==> src/rtl/cmsdk_gpio_in_filter.sv <==
// GPIO input conditioning: per-pin pad synchroniser plus programmable run-length debounce feeding PORTIN.
// Define GPIO_IN_FILTER_EDGE_EN to build the registered RISE/FALL edge-pulse outputs; otherwise they are tied low.
module cmsdk_gpio_in_filter #(
   parameter int          SYNC_STAGES = 2,
   parameter int          CNT_W       = 8,
   parameter logic [15:0] RESET_VAL   = 16'h0000
) (
   input  logic             HCLK,
   input  logic             HRESET,
   input  logic [15:0]      PADIN,
   input  logic [15:0]      FILTEN,
   input  logic [CNT_W-1:0] DBLIMIT,
   output logic [15:0]      PORTIN_F,
   output logic [15:0]      RISE,
   output logic [15:0]      FALL
);

   localparam logic [CNT_W-1:0] CNT_ONE = {{(CNT_W-1){1'b0}}, 1'b1};

   logic [15:0]      sync_q [SYNC_STAGES];
   logic [15:0]      sync_s;
   logic [15:0]      portin_q, portin_d;
   logic [CNT_W-1:0] cnt_q [16];
   logic [CNT_W-1:0] cnt_d [16];
   logic [CNT_W-1:0] lim_m1;

   // Plain flop chain; nothing may be inserted between stages.
   always_ff @(posedge HCLK or posedge HRESET) begin
      if (HRESET) begin
         for (int k = 0; k < SYNC_STAGES; k++) begin
            sync_q[k] <= RESET_VAL;
         end
      end else begin
         sync_q[0] <= PADIN;
         for (int k = 1; k < SYNC_STAGES; k++) begin
            sync_q[k] <= sync_q[k-1];
         end
      end
   end

   assign sync_s = sync_q[SYNC_STAGES-1];

   // DBLIMIT of zero is treated as a run length of one.
   assign lim_m1 = (DBLIMIT == '0) ? '0 : (DBLIMIT - CNT_ONE);

   always_comb begin
      portin_d = portin_q;
      for (int i = 0; i < 16; i++) begin
         cnt_d[i] = '0;
         if (!FILTEN[i]) begin
            portin_d[i] = sync_s[i];
         end else if (sync_s[i] != portin_q[i]) begin
            if (cnt_q[i] >= lim_m1) begin
               portin_d[i] = sync_s[i];
            end else begin
               cnt_d[i] = cnt_q[i] + CNT_ONE;
            end
         end
      end
   end

   always_ff @(posedge HCLK or posedge HRESET) begin
      if (HRESET) begin
         portin_q <= RESET_VAL;
         for (int i = 0; i < 16; i++) begin
            cnt_q[i] <= '0;
         end
      end else begin
         portin_q <= portin_d;
         cnt_q    <= cnt_d;
      end
   end

   assign PORTIN_F = portin_q;

`ifdef GPIO_IN_FILTER_EDGE_EN
   logic [15:0] rise_q, fall_q;

   // Pulses are registered alongside the PORTIN_F update so they align with the new value.
   always_ff @(posedge HCLK or posedge HRESET) begin
      if (HRESET) begin
         rise_q <= '0;
         fall_q <= '0;
      end else begin
         rise_q <= portin_d & ~portin_q;
         fall_q <= ~portin_d & portin_q;
      end
   end

   assign RISE = rise_q;
   assign FALL = fall_q;
`else
   assign RISE = 16'h0000;
   assign FALL = 16'h0000;
`endif

endmodule

==> config.mk <==
export PLATFORM = sky130hd
export DESIGN_NAME = cmsdk_gpio_in_filter
export DESIGN_NICKNAME = d
export VERILOG_FILES = /design/src/rtl/cmsdk_gpio_in_filter.sv
export SDC_FILE = /design/constraint.sdc
export NUM_CORES = 1
export LEC_CHECK = 0
export CAP_MARGIN = 20
export CORE_UTILIZATION = 25
export CTS_BUF_LIST = sky130_fd_sc_hd__clkbuf_4 sky130_fd_sc_hd__clkbuf_8
export CTS_CLUSTER_DIAMETER = 150
export CTS_CLUSTER_SIZE = 24
export DETAILED_ROUTE_END_ITERATION = 6
export SYNTH_ARGS = -nofsm -noshare
export SYNTH_HDL_FRONTEND = slang
export SYNTH_SLANG_ARGS = --single-unit
==> constraint.sdc <==
create_clock -name HCLK -period 8.15 [get_ports HCLK]
set_clock_uncertainty 0.05 [all_clocks]
set_input_delay 1.63 -clock HCLK [delete_from_list [all_inputs] [get_ports HCLK]]
set_output_delay 1.63 -clock HCLK [all_outputs]
set_load 0.005 [all_outputs]
==> results.py, run 1 <==
metrics = {
    "outcome": {
        "status": "completed",
    },
    "setup_path": {
        "required_ns": 8.54,
        "cp_top_family": "simple AND/OR/NAND/NOR gates",
        "worst-path-stages": 11,
        "rr_worst_depth": 6,
        "crit_path_max_fanout": 16,
        "crit_type": "input port to flip-flop",
        "cp.arrival_ns": 5.45,
        "r2r-start": "cnt_q[40]$_DFF_PP0_",
        "crit_top_cell": "ha_1",
        "end_kind": "flip-flop",
        "critPathSlowestCell": "nand2_1",
        "cpPeakStageDelay_ns": 0.71,
        "critical_path.cell_chain": "clkdlybuf4s50_1 > inv_1 > ha_1 > or3b_1 > or3_4 > nand2_1 > ha_1 > and4_1 > a2111oi_0 > o31ai_1 > nor2_1",
        "crit_buf_inv": 2,
        "start_kind": "input port",
        "cp-startpoint": "DBLIMIT[0]",
    },
    "logic_synthesis": {
        "synth_top_area_share_pct": 40.9,
        "ys_warn_count": 0,
        "ys_ff_latch": 176,
        "syn_avg_cell_area_sq_um": 10.9,
        "yosys-top-cells-area": "dfrtp_1, ha_1, xor2_1, nand3_1, nor3_1",
        "ys_seq_area_share_pct": 40.9,
        "synthesis.area_sq_um": 10800,
        "synth_top_cell_by_area": "dfrtp_1",
        "synth_cell_types": 40,
        "syn_inst": 991,
    },
    "placement": {
        "hpwl_um": 17000,
        "io_buffers": 57,
        "routabilityCongestion": 0.802,
    },
    "min_path": {
        "hp-start": "sync_q[19]$_DFF_PP0_",
        "whs_path_depth": 0,
        "hold_path.class": "flip-flop to flip-flop",
    },
    "global_route": {
        "grt_overflow_total": 0,
        "grt_usage_pct": 11.5,
        "grt_pass1_wl_um": 39400,
        "antenna_found_initial": 0,
        "grt_max_degree": 103,
        "grt_pass1_vias": 7471,
    },
    "clocking": {
        "cts_tree": "yes",
        "clockBufferDepth": 2,
        "insertion_delay_ns": 0.51,
        "cts_setup_buffers": 0,
        "cts_hold_buf": 0,
        "cts_buffers": 17,
        "cts_resized": 0,
        "root_buffer": "clkbuf_8",
        "path_clk_slew_ns": 0.10,
        "ctsHtreeMaxLevel": 4,
        "clock_sinks": 176,
    },
    "timing": {
        "setup_viol_count_final": 0,
        "fmax_mhz": 197,
        "min_period_ns": 5.07,
        "grt_setup_unrepaired": "no",
        "tns_ns": 0,
        "maxSlewHeadroom_pct": 34.0,
        "final_hold_viol_count": 0,
        "period_share_pct": 62.2,
        "tightest_slew_ns": 0.981,
        "slew_viol_final": 0,
    },
    "floorplan": {
        "start_util_pct": 25.5,
        "core_region_area_sq_um": 42200,
        "ios": 90,
        "rows": 75,
        "die_area_sq_um": 43900,
        "die_h_um": 209,
        "die_x_um": 209,
    },
    "drt": {
        "routed_wirelength_um": 23800,
        "ant_nets": 0,
        "drtIter0Drc": 282,
        "remaining_drc_errors": 0,
        "routedWlPerCell_um": 14.7,
        "vias": 7489,
        "viasPerCell": 4.61,
        "drt_pre_antenna_iters": 4,
    },
    "pwr": {
        "power_density_nw_per_um2": 152,
        "irDropWorstVdd_mv": 0.0977,
        "leakagePower_nw": 5.74,
        "p_total_mw": 1.88,
    },
    "finish": {
        "syn2layout_area_growth_pct": 15.4,
        "antenna_cells": 0,
        "nets": 1260,
        "layout-drive-gt1-share_pct": 8.93,
        "finalCoreUtilization_pct": 29.4,
    },
    "run": {
        "maxCapViolCount": 0,
    },
}
## sequential cells by signal (all words and copies together), names as in the netlist
register / flops
sync_q: 16
sync_s: 16
cnt_q: 128
PORTIN_F: 16
## power breakdown
group	total [mW]	switching [mW]	leakage, nW	internal, mW
combinational	0.279	0.160	3.20	0.119
sequential	0.939	0.0365	2.34	0.903
clock	0.665	0.350	0.204	0.315
total	1.88	0.546	5.74	1.34
## final cells by class
class | instances | area, sq um
fillers | 4350 | 29800
multi-input cells | 773 | 6090
flip-flops and latches | 176 | 4400
well taps | 539 | 674
repair buffers | 64 | 651
clock buffers | 18 | 248
clock inverters | 14 | 184
inverters | 41 | 159
## layer usage
layer / wire length (um) / track usage, % / up-vias / share of wire, %
li1: - / - / 3698 / -
met1: 11300 / 15.4 / 3635 / 47
met2: 10900 / 18.1 / 126 / 46
met3: 1280 / 2.56 / 30 / 5.4
met4: 388 / 4.13 / 0 / 1.6
met5: 0 / 0 / - / 0
## layout by cell type, fill, tap and decap left out, drive strengths merged, types with 19 or more instances in the layout
cell type,Yosys,final
nand2b,29,29
conb,1,32
xor2,96,96
clkdlybuf4s50,0,57
nand2,31,31
xnor2,19,19
dfrtp,176,176
and3,50,50
ha,145,145
inv,41,43
nor2,63,63
nand3,89,89
nor3,64,64
## logic make-up (layout without fill, tap and decap cells)
family          Yosys count  count (layout)  synth area share (%)
simple gates            364             364                  17.7
flops                   176             176                  40.9
fa+ha+maj               145             145                  16.9
xor+xnor                115             115                  9.36
compound gates          109             109                  10.6
buf+inv                  73             137                  3.66
mux                       8               8                 0.837
other cells               1              32                0.0349
## through the flow
step	instances	cell area (sq um)	hold WS (ns)	setup WS, ns
floorplan	1022	10900	0.281	1.70
global placement	1591	11900	0.284	2.56
detailed placement	1592	12000	0.285	2.49
CTS	1624	12400	0.307	3.02
global route	1625	12400	0.312	2.81
finish	1625	12400	0.305	3.08
## synthesized netlist by cell type
library cell and count:
a2111oi_0 1, a2111oi_2 7, a2111oi_4 6, a211oi_1 1, a21o_1 16, a21oi_1 1, a221oi_2 9, a31o_2 9
a31oi_2 9, and2_1 1, and3_1 50, and4_1 1, and4_4 6, buf_4 32, conb_1 1, dfrtp_1 176
ha_1 145, inv_1 41, mux2_1 6, mux2_2 2, nand2_1 31, nand2b_1 29, nand3_1 89, nand4_1 7
nor2_1 63, nor2b_1 9, nor3_1 64, nor3b_1 10, nor4_1 1, o211ai_1 18, o21a_1 7, o21ai_0 10
o311ai_2 6, o31a_1 1, o31ai_1 8, or3_1 1, or3_4 1, or3b_1 1, xnor2_1 19, xor2_1 96
## worst paths after layout
check                                        to  slack, ns
max reg2reg                 cnt_q[44]$_DFF_PP0_       6.00
min in group asynchronous  sync_q[19]$_DFF_PP0_       1.61
min                         sync_s[3]$_DFF_PP0_       0.31
min reg2reg                 sync_s[3]$_DFF_PP0_       0.31
max in group asynchronous   cnt_q[60]$_DFF_PP0_       5.30
max                         cnt_q[44]$_DFF_PP0_       3.08
Note: power is estimated with default switching activity, not from simulation.
==> inputs of run 2 (changes only) <==
Clock period 8.15 ns to 4.4 ns, I/O delays scaled along.
==> run 2 against run 1 <==
Total power grew 85%; clock power grew 80%; design area grew 2.4%; combinational power rose by 96%; global-route usage is 0.21 points higher; cell count rose by 2.2%; non-clock buffer count grew 37; wire length increased by 2.7%; largest cell class unchanged.
==> results.py, run 2 (synthesis gave the netlist of run 1 again) <==
metrics = {
    "floorplan": {
        "rows": 75,
        "start_util_pct": 25.5,
        "ios": 90,
        "die_area_sq_um": 43900,
        "die_x_um": 209,
        "core_region_area_sq_um": 42200,
        "die_h_um": 209,
    },
    "pwr": {
        "p_total_mw": 3.49,
        "power_density_nw_per_um2": 275,
        "irDropWorstVdd_mv": 0.166,
        "leakagePower_nw": 5.93,
    },
    "clocking": {
        "cts_tree": "yes",
        "insertion_delay_ns": 0.46,
        "cts_hold_buf": 0,
        "cts_buffers": 17,
        "clock_sinks": 176,
        "path_clk_slew_ns": 0.09,
        "cts_resized": 0,
        "clockBufferDepth": 2,
        "cts_setup_buffers": 0,
        "root_buffer": "clkbuf_8",
        "ctsHtreeMaxLevel": 4,
    },
    "setup_path": {
        "required_ns": 4.67,
        "end_kind": "flip-flop",
        "start_kind": "input port",
        "crit_type": "input port to flip-flop",
        "cp.arrival_ns": 4.35,
        "crit_path_max_fanout": 12,
    },
    "finish": {
        "layout-drive-gt1-share_pct": 11.7,
        "syn2layout_area_growth_pct": 18.2,
        "largest_register": "cnt_q",
        "final_cell_mix": "dfrtp_1, ha_1, xor2_1, nand3_1, nor3_1",
        "layout_commonest_cell": "dfrtp_1",
        "finalCoreUtilization_pct": 30.1,
        "largest_register_ffs": 128,
        "nets": 1297,
        "layout.cells.non_filler": 1661,
        "final_cell_area_sq_um": 12700,
    },
    "drt": {
        "ant_nets": 0,
        "vias": 7600,
        "drt_pre_antenna_iters": 4,
        "drtIter0Drc": 371,
        "routedWlPerCell_um": 14.7,
        "routed_wirelength_um": 24500,
        "remaining_drc_errors": 0,
        "viasPerCell": 4.58,
    },
    "min_path": {
        "hold_path.class": "flip-flop to flip-flop",
    },
    "timing": {
        "grt_setup_unrepaired": "no",
        "fmax_mhz": 245,
        "slew_viol_final": 0,
        "tightest_slew_ns": 0.967,
        "min_period_ns": 4.09,
        "worst_hold_slack_ns": 0.304,
        "period_share_pct": 92.9,
        "final_hold_viol_count": 0,
        "fin_ws_ns": 0.313,
        "tns_ns": 0,
        "maxSlewHeadroom_pct": 35.0,
        "setup_viol_count_final": 0,
    },
    "global_route": {
        "grt.busiest_layer": "met2",
        "grt_usage_pct": 11.7,
        "grt_pass1_vias": 7679,
        "grt_max_degree": 85,
        "grt_overflow_total": 0,
        "use_met1_pct": 16.0,
        "antenna_found_initial": 2,
        "grt_pass1_wl_um": 40700,
        "grt.met3_usage_pct": 2.74,
        "use_met2_pct": 18.5,
    },
    "placement": {
        "place_inst": 1630,
        "dpl_cell_area_sq_um": 12300,
        "io_buffers": 57,
        "pre_cts_slack_ns": -0.159,
        "routabilityCongestion": 0.807,
        "hpwl_um": 18100,
    },
    "run": {
        "maxCapViolCount": 0,
    },
    "outcome": {
        "status": "completed",
    },
}
run 2: changes by cell type in the layout (fill, tap and decap cells not counted), sizes merged:
cell    previous run  this run
diode              0         2
buf                7        44
clkinv             5         2
inv               43        41
clkbuf            18        20
run 2: worst paths after layout:
kind | cells after the start | to | slack, ns | start
min reg2reg | 0 | sync_s[14]$_DFF_PP0_ | 0.30 | sync_q[30]$_DFF_PP0_
min in group asynchronous | 2 | PORTIN_F[4]$_DFFE_PP0P_ | 0.73 | HRESET
min | 0 | sync_s[14]$_DFF_PP0_ | 0.30 | sync_q[30]$_DFF_PP0_
max | 12 | cnt_q[43]$_DFF_PP0_ | 0.31 | DBLIMIT[0]
max in group asynchronous | 3 | PORTIN_F[14]$_DFFE_PP0P_ | 2.63 | HRESET
max reg2reg | 6 | cnt_q[43]$_DFF_PP0_ | 2.29 | cnt_q[40]$_DFF_PP0_
run 2: layer usage:
layer	up-vias	part of all wire, %
met4	0	1.3
li1	3763	-
met3	20	4.8
met1	3707	48
met5	-	0
met2	110	46
run 2: report_power, final:
part	internal, mW	switching (mW)
Sequential	1.67	0.0688
Clock	0.591	0.614
Combinational	0.247	0.300
Total	2.51	0.982
run 2: critical path: stages:
cell             delay [ns]
clkdlybuf4s50_1        0.42
inv_1                  0.09
ha_1                   0.17
or3b_1                 0.46
nor3_1                 0.23
nand2_1                0.08
mux2_2                 0.46
buf_4                  0.22
ha_1                   0.30
nand4_1                0.10
o31ai_1                0.80
nor2_1                 0.13
run 2: cell type report:
cell class	count	area (sq um)
Sequential cell	176	4400
Fill cell	4335	29500
Multi-Input combinational cell	773	6090
Clock buffer	20	269
Antenna cell	2	5.00
Clock inverter	9	135
Inverter	41	158
Tap cell	539	674
Timing Repair Buffer	101	976
